File: src/rtl/fetch_pkg.sv
// rtl/fetch_pkg.sv - shared widths, constants and the fetch FIFO entry type
package fetch_pkg;

    localparam int              XLEN             = 32;
    localparam logic [XLEN-1:0] PC_STEP          = 32'd4;
    localparam logic [XLEN-1:0] RESET_PC_DEFAULT = 32'h0000_0000;

    typedef struct packed {
        logic [XLEN-1:0] pc;
        logic [XLEN-1:0] instr;
    } fetch_entry_t;

endpackage

File: src/rtl/fetch_fifo.sv
// rtl/fetch_fifo.sv - synchronous FIFO of fetch entries with flush
// Ports:
//   clk, rst (async, active-low)
//   flush            empties the FIFO; wins over push and pop
//   push, push_data  write one entry (caller guarantees no overflow)
//   pop              consume the head; ignored when empty
//   head             registered head entry
//   count            number of valid entries (0..DEPTH)
module fetch_fifo
    import fetch_pkg::*;
#(
    parameter int DEPTH = 4,
    localparam int AW   = $clog2(DEPTH),
    localparam int CW   = AW + 1
) (
    input  logic         clk,
    input  logic         rst,
    input  logic         flush,
    input  logic         push,
    input  fetch_entry_t push_data,
    input  logic         pop,
    output fetch_entry_t head,
    output logic [CW-1:0] count
);

    fetch_entry_t  mem [DEPTH];
    logic [AW-1:0] wr_ptr;
    logic [AW-1:0] rd_ptr;
    logic          pop_en;

    assign pop_en = pop && (count != '0);
    assign head   = mem[rd_ptr];

    always_ff @(posedge clk or negedge rst) begin
        if (!rst) begin
            wr_ptr <= '0;
            rd_ptr <= '0;
            count  <= '0;
            for (int i = 0; i < DEPTH; i++) begin
                mem[i] <= '0;
            end
        end else if (flush) begin
            wr_ptr <= '0;
            rd_ptr <= '0;
            count  <= '0;
        end else begin
            if (push) begin
                mem[wr_ptr] <= push_data;
                wr_ptr      <= wr_ptr + 1'b1;
            end
            if (pop_en) begin
                rd_ptr <= rd_ptr + 1'b1;
            end
            count <= count + CW'(push) - CW'(pop_en);
        end
    end

endmodule

File: src/rtl/fetch_unit.sv
// rtl/fetch_unit.sv - RV32 instruction-fetch front end with redirect handling
// Ports:
//   clk, rst (async, active-low)
//   redirect_valid, redirect_pc         taken branch/jump pulse from EX
//   imem_req_valid/addr/ready           in-order word request channel
//   imem_rsp_valid/data                 in-order response channel, no back-pressure
//   out_valid/out_pc/out_instr/out_ready  buffered instruction stream to IF/ID
//   perf_delivered, perf_discarded      only when FETCH_PERF_EN is defined
// Optional: FETCH_PERF_EN adds delivered/discarded event counters.
module fetch_unit
    import fetch_pkg::*;
#(
    parameter int              DEPTH    = 4,
    parameter logic [XLEN-1:0] RESET_PC = RESET_PC_DEFAULT
) (
    input  logic            clk,
    input  logic            rst,
    input  logic            redirect_valid,
    input  logic [XLEN-1:0] redirect_pc,
    output logic            imem_req_valid,
    output logic [XLEN-1:0] imem_req_addr,
    input  logic            imem_req_ready,
    input  logic            imem_rsp_valid,
    input  logic [XLEN-1:0] imem_rsp_data,
    output logic            out_valid,
    output logic [XLEN-1:0] out_pc,
    output logic [XLEN-1:0] out_instr,
    input  logic            out_ready
`ifdef FETCH_PERF_EN
    ,
    output logic [31:0]     perf_delivered,
    output logic [31:0]     perf_discarded
`endif
);

    localparam int CW = $clog2(DEPTH) + 1;

    logic [XLEN-1:0] fetch_pc;
    logic [XLEN-1:0] rsp_pc;
    logic [CW-1:0]   inflight;
    logic [CW-1:0]   inflight_next;
    logic [CW-1:0]   drop_cnt;
    logic [CW-1:0]   count;
    logic [CW:0]     credit_used;
    logic            req_fire;
    logic            drop_rsp;
    logic            push;
    logic            pop;
    fetch_entry_t    head;

    // Outstanding requests plus buffered entries never exceed DEPTH, so every
    // response that is kept always has a FIFO slot waiting for it.
    assign credit_used    = {1'b0, inflight} + {1'b0, count};
    assign imem_req_valid = rst && !redirect_valid && (credit_used < (CW+1)'(DEPTH));
    assign imem_req_addr  = fetch_pc;
    assign req_fire       = imem_req_valid && imem_req_ready;

    // A response is stale if it belongs to a pre-redirect request, including
    // one that lands in the redirect cycle itself.
    assign drop_rsp = imem_rsp_valid && (redirect_valid || (drop_cnt != '0));
    assign push     = imem_rsp_valid && !drop_rsp;
    assign pop      = out_valid && out_ready && !redirect_valid;

    assign inflight_next = inflight + CW'(req_fire) - CW'(imem_rsp_valid);

    always_ff @(posedge clk or negedge rst) begin
        if (!rst) begin
            fetch_pc <= RESET_PC;
            rsp_pc   <= RESET_PC;
            inflight <= '0;
            drop_cnt <= '0;
        end else begin
            inflight <= inflight_next;
            if (redirect_valid) begin
                fetch_pc <= redirect_pc;
                rsp_pc   <= redirect_pc;
                // Everything still outstanding after this cycle is stale.
                drop_cnt <= inflight_next;
            end else begin
                if (req_fire) begin
                    fetch_pc <= fetch_pc + PC_STEP;
                end
                if (push) begin
                    rsp_pc <= rsp_pc + PC_STEP;
                end
                if (imem_rsp_valid && (drop_cnt != '0)) begin
                    drop_cnt <= drop_cnt - 1'b1;
                end
            end
        end
    end

    fetch_fifo #(.DEPTH(DEPTH)) u_fifo (
        .clk       (clk),
        .rst       (rst),
        .flush     (redirect_valid),
        .push      (push),
        .push_data ('{pc: rsp_pc, instr: imem_rsp_data}),
        .pop       (pop),
        .head      (head),
        .count     (count)
    );

    assign out_valid = (count != '0);
    assign out_pc    = head.pc;
    assign out_instr = head.instr;

`ifdef FETCH_PERF_EN
    always_ff @(posedge clk or negedge rst) begin
        if (!rst) begin
            perf_delivered <= '0;
            perf_discarded <= '0;
        end else begin
            perf_delivered <= perf_delivered + 32'(pop);
            perf_discarded <= perf_discarded + 32'(drop_rsp)
                              + (redirect_valid ? 32'(count) : 32'd0);
        end
    end
`endif

endmodule

File: config.mk
export PLATFORM = sky130hd
export DESIGN_NAME = fetch_unit
export DESIGN_NICKNAME = d
export VERILOG_FILES = /design/src/rtl/fetch_pkg.sv /design/src/rtl/fetch_fifo.sv /design/src/rtl/fetch_unit.sv
export SDC_FILE = /design/constraint.sdc
export NUM_CORES = 1
export LEC_CHECK = 0
export CAP_MARGIN = 20
export CORE_ASPECT_RATIO = 1.2
export CORE_MARGIN = 2
export CORE_UTILIZATION = 45
export CTS_BUF_LIST = sky130_fd_sc_hd__clkbuf_4 sky130_fd_sc_hd__clkbuf_8 sky130_fd_sc_hd__clkbuf_16
export DETAILED_ROUTE_END_ITERATION = 8
export PLACE_DENSITY_LB_ADDON = 0.1
export SETUP_SLACK_MARGIN = 0.4
export SLEW_MARGIN = 30
export SYNTH_ARGS = -nofsm -noshare
export SYNTH_HDL_FRONTEND = slang
export SYNTH_SLANG_ARGS = --single-unit
File: constraint.sdc
create_clock -name clk -period 3.05 [get_ports clk]
set_input_delay 0.305 -clock clk [delete_from_list [all_inputs] [get_ports clk]]
set_output_delay 0.305 -clock clk [all_outputs]
set_load 0.005 [all_outputs]
==> results.py, run 1 <==
metrics = {
    "synth": {
        "synth_cells": 1120,
        "synth-xor-area-share_pct": 2.36,
        "seq_area_frac_synth_pct": 54.8,
        "syn_avg_cell_area_um2": 13.6,
        "syn-num-nets": 1206,
        "async_flop_share_pct": 100,
        "synth_cell_type_count": 46,
        "synth_top_family_by_area": "multiplexers",
        "synth_flop_cell": "dfrtp_1",
        "yosys_warnings": 0,
        "synth-simple-area-share_pct": 7.49,
        "synth_area_um2": 15200,
        "synth-adder-area-share_pct": 1.42,
        "synth_mux_area_share_pct": 27.6,
        "synth_seq_cells": 333,
        "synth_compound_area_share_pct": 4.00,
        "synth_edf_count": 0,
    },
    "sta": {
        "skew_ns": 0.0159,
        "setup_violations": 0,
        "finalCritPeriodShare_pct": 97.0,
        "relSlewSlack_pct": 56.7,
        "period_minus_slack_ns": 2.96,
        "hold_viol": 3,
        "holdWs_ns": -0.00852,
        "slew_viol_final": 0,
        "max_freq_mhz": 338,
        "tightest_slew_ns": 0.649,
        "rsz0062_at_grt": "true",
    },
    "power": {
        "power_density_nw_per_um2": 799,
        "p_leak_uw": 0.00882,
        "vdd_drop_max_uv": 382,
        "fin_total_pwr_uw": 15400,
    },
    "routing": {
        "route.detailed.vias_per_inst": 5.48,
        "post_drt_wl_per_cell_um": 19.5,
        "dr.pass1.iters": 5,
        "wl_um": 34900,
        "num_vias": 9804,
        "drcViolationCount": 0,
        "drtIter0Drc": 488,
        "ant_nets": 0,
    },
    "global_routing": {
        "grt_pass1_vias": 10095,
        "antenna_found_initial": 2,
        "grt.overflow.total": 0,
        "grt_max_degree": 176,
        "grt_pass1_wl_um": 56200,
        "grt_use_total_pct": 20.4,
    },
    "die": {
        "die_h_um": 205,
        "die_w_um": 172,
        "die_area_um2": 35300,
        "io_pins": 168,
        "rows": 73,
        "initial_utilization_pct": 45.7,
        "core_area_um2": 33200,
    },
    "critical_path": {
        "critical_path.startpoint": "inflight[2]$_DFF_PN0_",
        "path_class": "register to register",
        "regToRegStartpoint": "inflight[2]$_DFF_PN0_",
        "worst_ep_required_time_ns": 3.52,
        "cp-start-kind": "register",
        "arrival_ns": 3.43,
        "regToRegSetupSlack_ns": 0.09,
        "cp-end-kind": "register",
        "cp_max_fo": 9,
    },
    "finish": {
        "antenna_cells": 0,
        "final_cell_mix": "330 x dfrtp_1, 238 x mux2_2, 139 x clkdlybuf4s50_1",
        "num-fill-cells": 2790,
        "fin_area_um2": 19300,
        "nets": 1399,
        "area_growth_pct": 26.8,
        "drive_above_1_share_pct": 33.6,
        "final_common_cell": "dfrtp_1",
    },
    "run_status": {
        "outcome": "finished with violations",
        "violations": "hold timing",
    },
    "clock_tree": {
        "cts.path.max_buffers": 3,
        "cts-root-buf": "clkbuf_16",
        "cts_htree_levels": 2,
        "clock_latency_ns": 0.53,
        "path_clk_slew_ns": 0.06,
        "cts_buffers": 37,
        "tritoncts": "yes",
        "clock-sinks": 333,
    },
    "run": {
        "maxCapViolations": 0,
    },
    "hold_path": {
        "hold_path.class": "input port to asynchronous set/reset pin",
    },
    "placed_design": {
        "gp_congestion": 0.805,
        "dp_hpwl_um": 22100,
        "port_buffers": 167,
        "postPlaceCellArea_um2": 17600,
    },
}
logic make-up (layout without fill, tap and decap cells):
group	count (synthesis)	count (layout)
multiplexers	310	310
AO/OA/AOI/OAI	101	101
AND/OR/NAND/NOR	228	228
flip-flops	333	333
adder cells (fa/ha/maj)	16	16
buffers and inverters	91	310
XOR/XNOR	41	41
final cells by class:
| type | count | area, um2 | share of cell area (%) |
|---|---|---|---|
| Clock buffer | 56 | 1120 | 5.79 |
| Clock inverter | 9 | 105 | 0.545 |
| Inverter | 24 | 90.1 | 0.467 |
| Multi-Input combinational cell | 696 | 6640 | 34.5 |
| Sequential cell | 333 | 8340 | 43.3 |
| Tap cell | 450 | 563 | 2.92 |
| Timing Repair Buffer | 221 | 2410 | 12.5 |
cells in the mapped netlist, types with 7 or more instances:
library cell | instances | area (um2)
dfrtp_1 | 333 | 8330
buf_1 | 35 | 131
nor2_1 | 22 | 82.6
a21oi_1 | 7 | 35.0
ha_1 | 14 | 175
o21ai_0 | 60 | 300
o211ai_1 | 13 | 97.6
nor3_1 | 14 | 70.1
clkbuf_1 | 31 | 116
mux2_2 | 239 | 2690
nand3_1 | 36 | 180
inv_1 | 23 | 86.3
mux2i_1 | 7 | 70.1
nand4_1 | 13 | 81.3
and3_1 | 15 | 93.8
nor4_1 | 7 | 43.8
xor2_1 | 15 | 131
nand2_1 | 91 | 342
mux4_2 | 64 | 1440
xnor2_1 | 26 | 228
power breakdown:
group	switching (uW)	leakage (uW)	internal, uW
combinational	1740	0.00384	3210
sequential	614	0.00436	5380
clock	1750	0.000617	2710
registers in the layout (all words and copies together), names as in the netlist:
signal and count:
inflight 3, u_fifo.mem 256, u_fifo.count 3, rsp_pc 32, u_fifo.wr_ptr 2, drop_cnt 3, imem_req_addr 32, u_fifo.rd_ptr 2
routing by layer:
layer / vias up / track usage (%) / wire length [um]
li1: 4486 / - / -
met1: 5044 / 29.2 / 16000
met2: 219 / 32.7 / 16600
met3: 51 / 3.39 / 1630
met4: 4 / 5.34 / 666
met5: - / 0 / 23
path summary, 6_finish.rpt:
check	end	depth (start not counted)
max	imem_req_addr[21]$_DFFE_PN0N_	10
min	u_fifo.mem[189]$_DFFE_PN0P_	3
max reg2reg	imem_req_addr[21]$_DFFE_PN0N_	10
min reg2reg	u_fifo.mem[56]$_DFFE_PN0P_	2
max in group asynchronous	u_fifo.mem[230]$_DFFE_PN0P_	4
min in group clk	u_fifo.rd_ptr[1]$_DFFE_PN0P_	2
what timing repair did:
action                     CTS  global route
buffers inserted            11             8
gates cloned                 5             0
hold buffers                 1             0
hold endpoints to repair    20             0
setup endpoints to repair   66            28
pin swaps                    5            14
resized for setup           36            23
critical path: stages (launching register included):
cell and delay (ns):
dfrtp_1 0.38, ha_1 0.29, or4b_4 0.51, nor4b_4 0.31, inv_2 0.08, buf_4 0.14, buf_6 0.12, buf_12 0.13
or4_4 0.53, or3_1 0.32, nand3_1 0.08
stage by stage:
| stage | setup slack [ns] | instances | hold slack (ns) | util [%] | setup TNS (ns) |
|---|---|---|---|---|---|
| finish | 0.0907 | 1789 | -0.00852 | 58.0 | 0 |
| global route | -0.0789 | 1789 | 0.0483 | 58.0 | -0.0958 |
| CTS | 0.111 | 1780 | 0.154 | 57.5 | 0 |
| detailed placement | 0.0752 | 1698 | 0.353 | 52.9 | 0 |
| global placement | 0.135 | 1698 | 0.354 | 52.9 | 0 |
| floorplan | -0.191 | 1120 | 0.00941 | - | -0.309 |
Note: power is estimated with default switching activity, not from simulation.
==> run 2: changes to the inputs <==
- GPL_TIMING_DRIVEN: unset -> 1
==> results of run 2 <==
No change in the layout: final DEF, timing and power equal those of run 1.
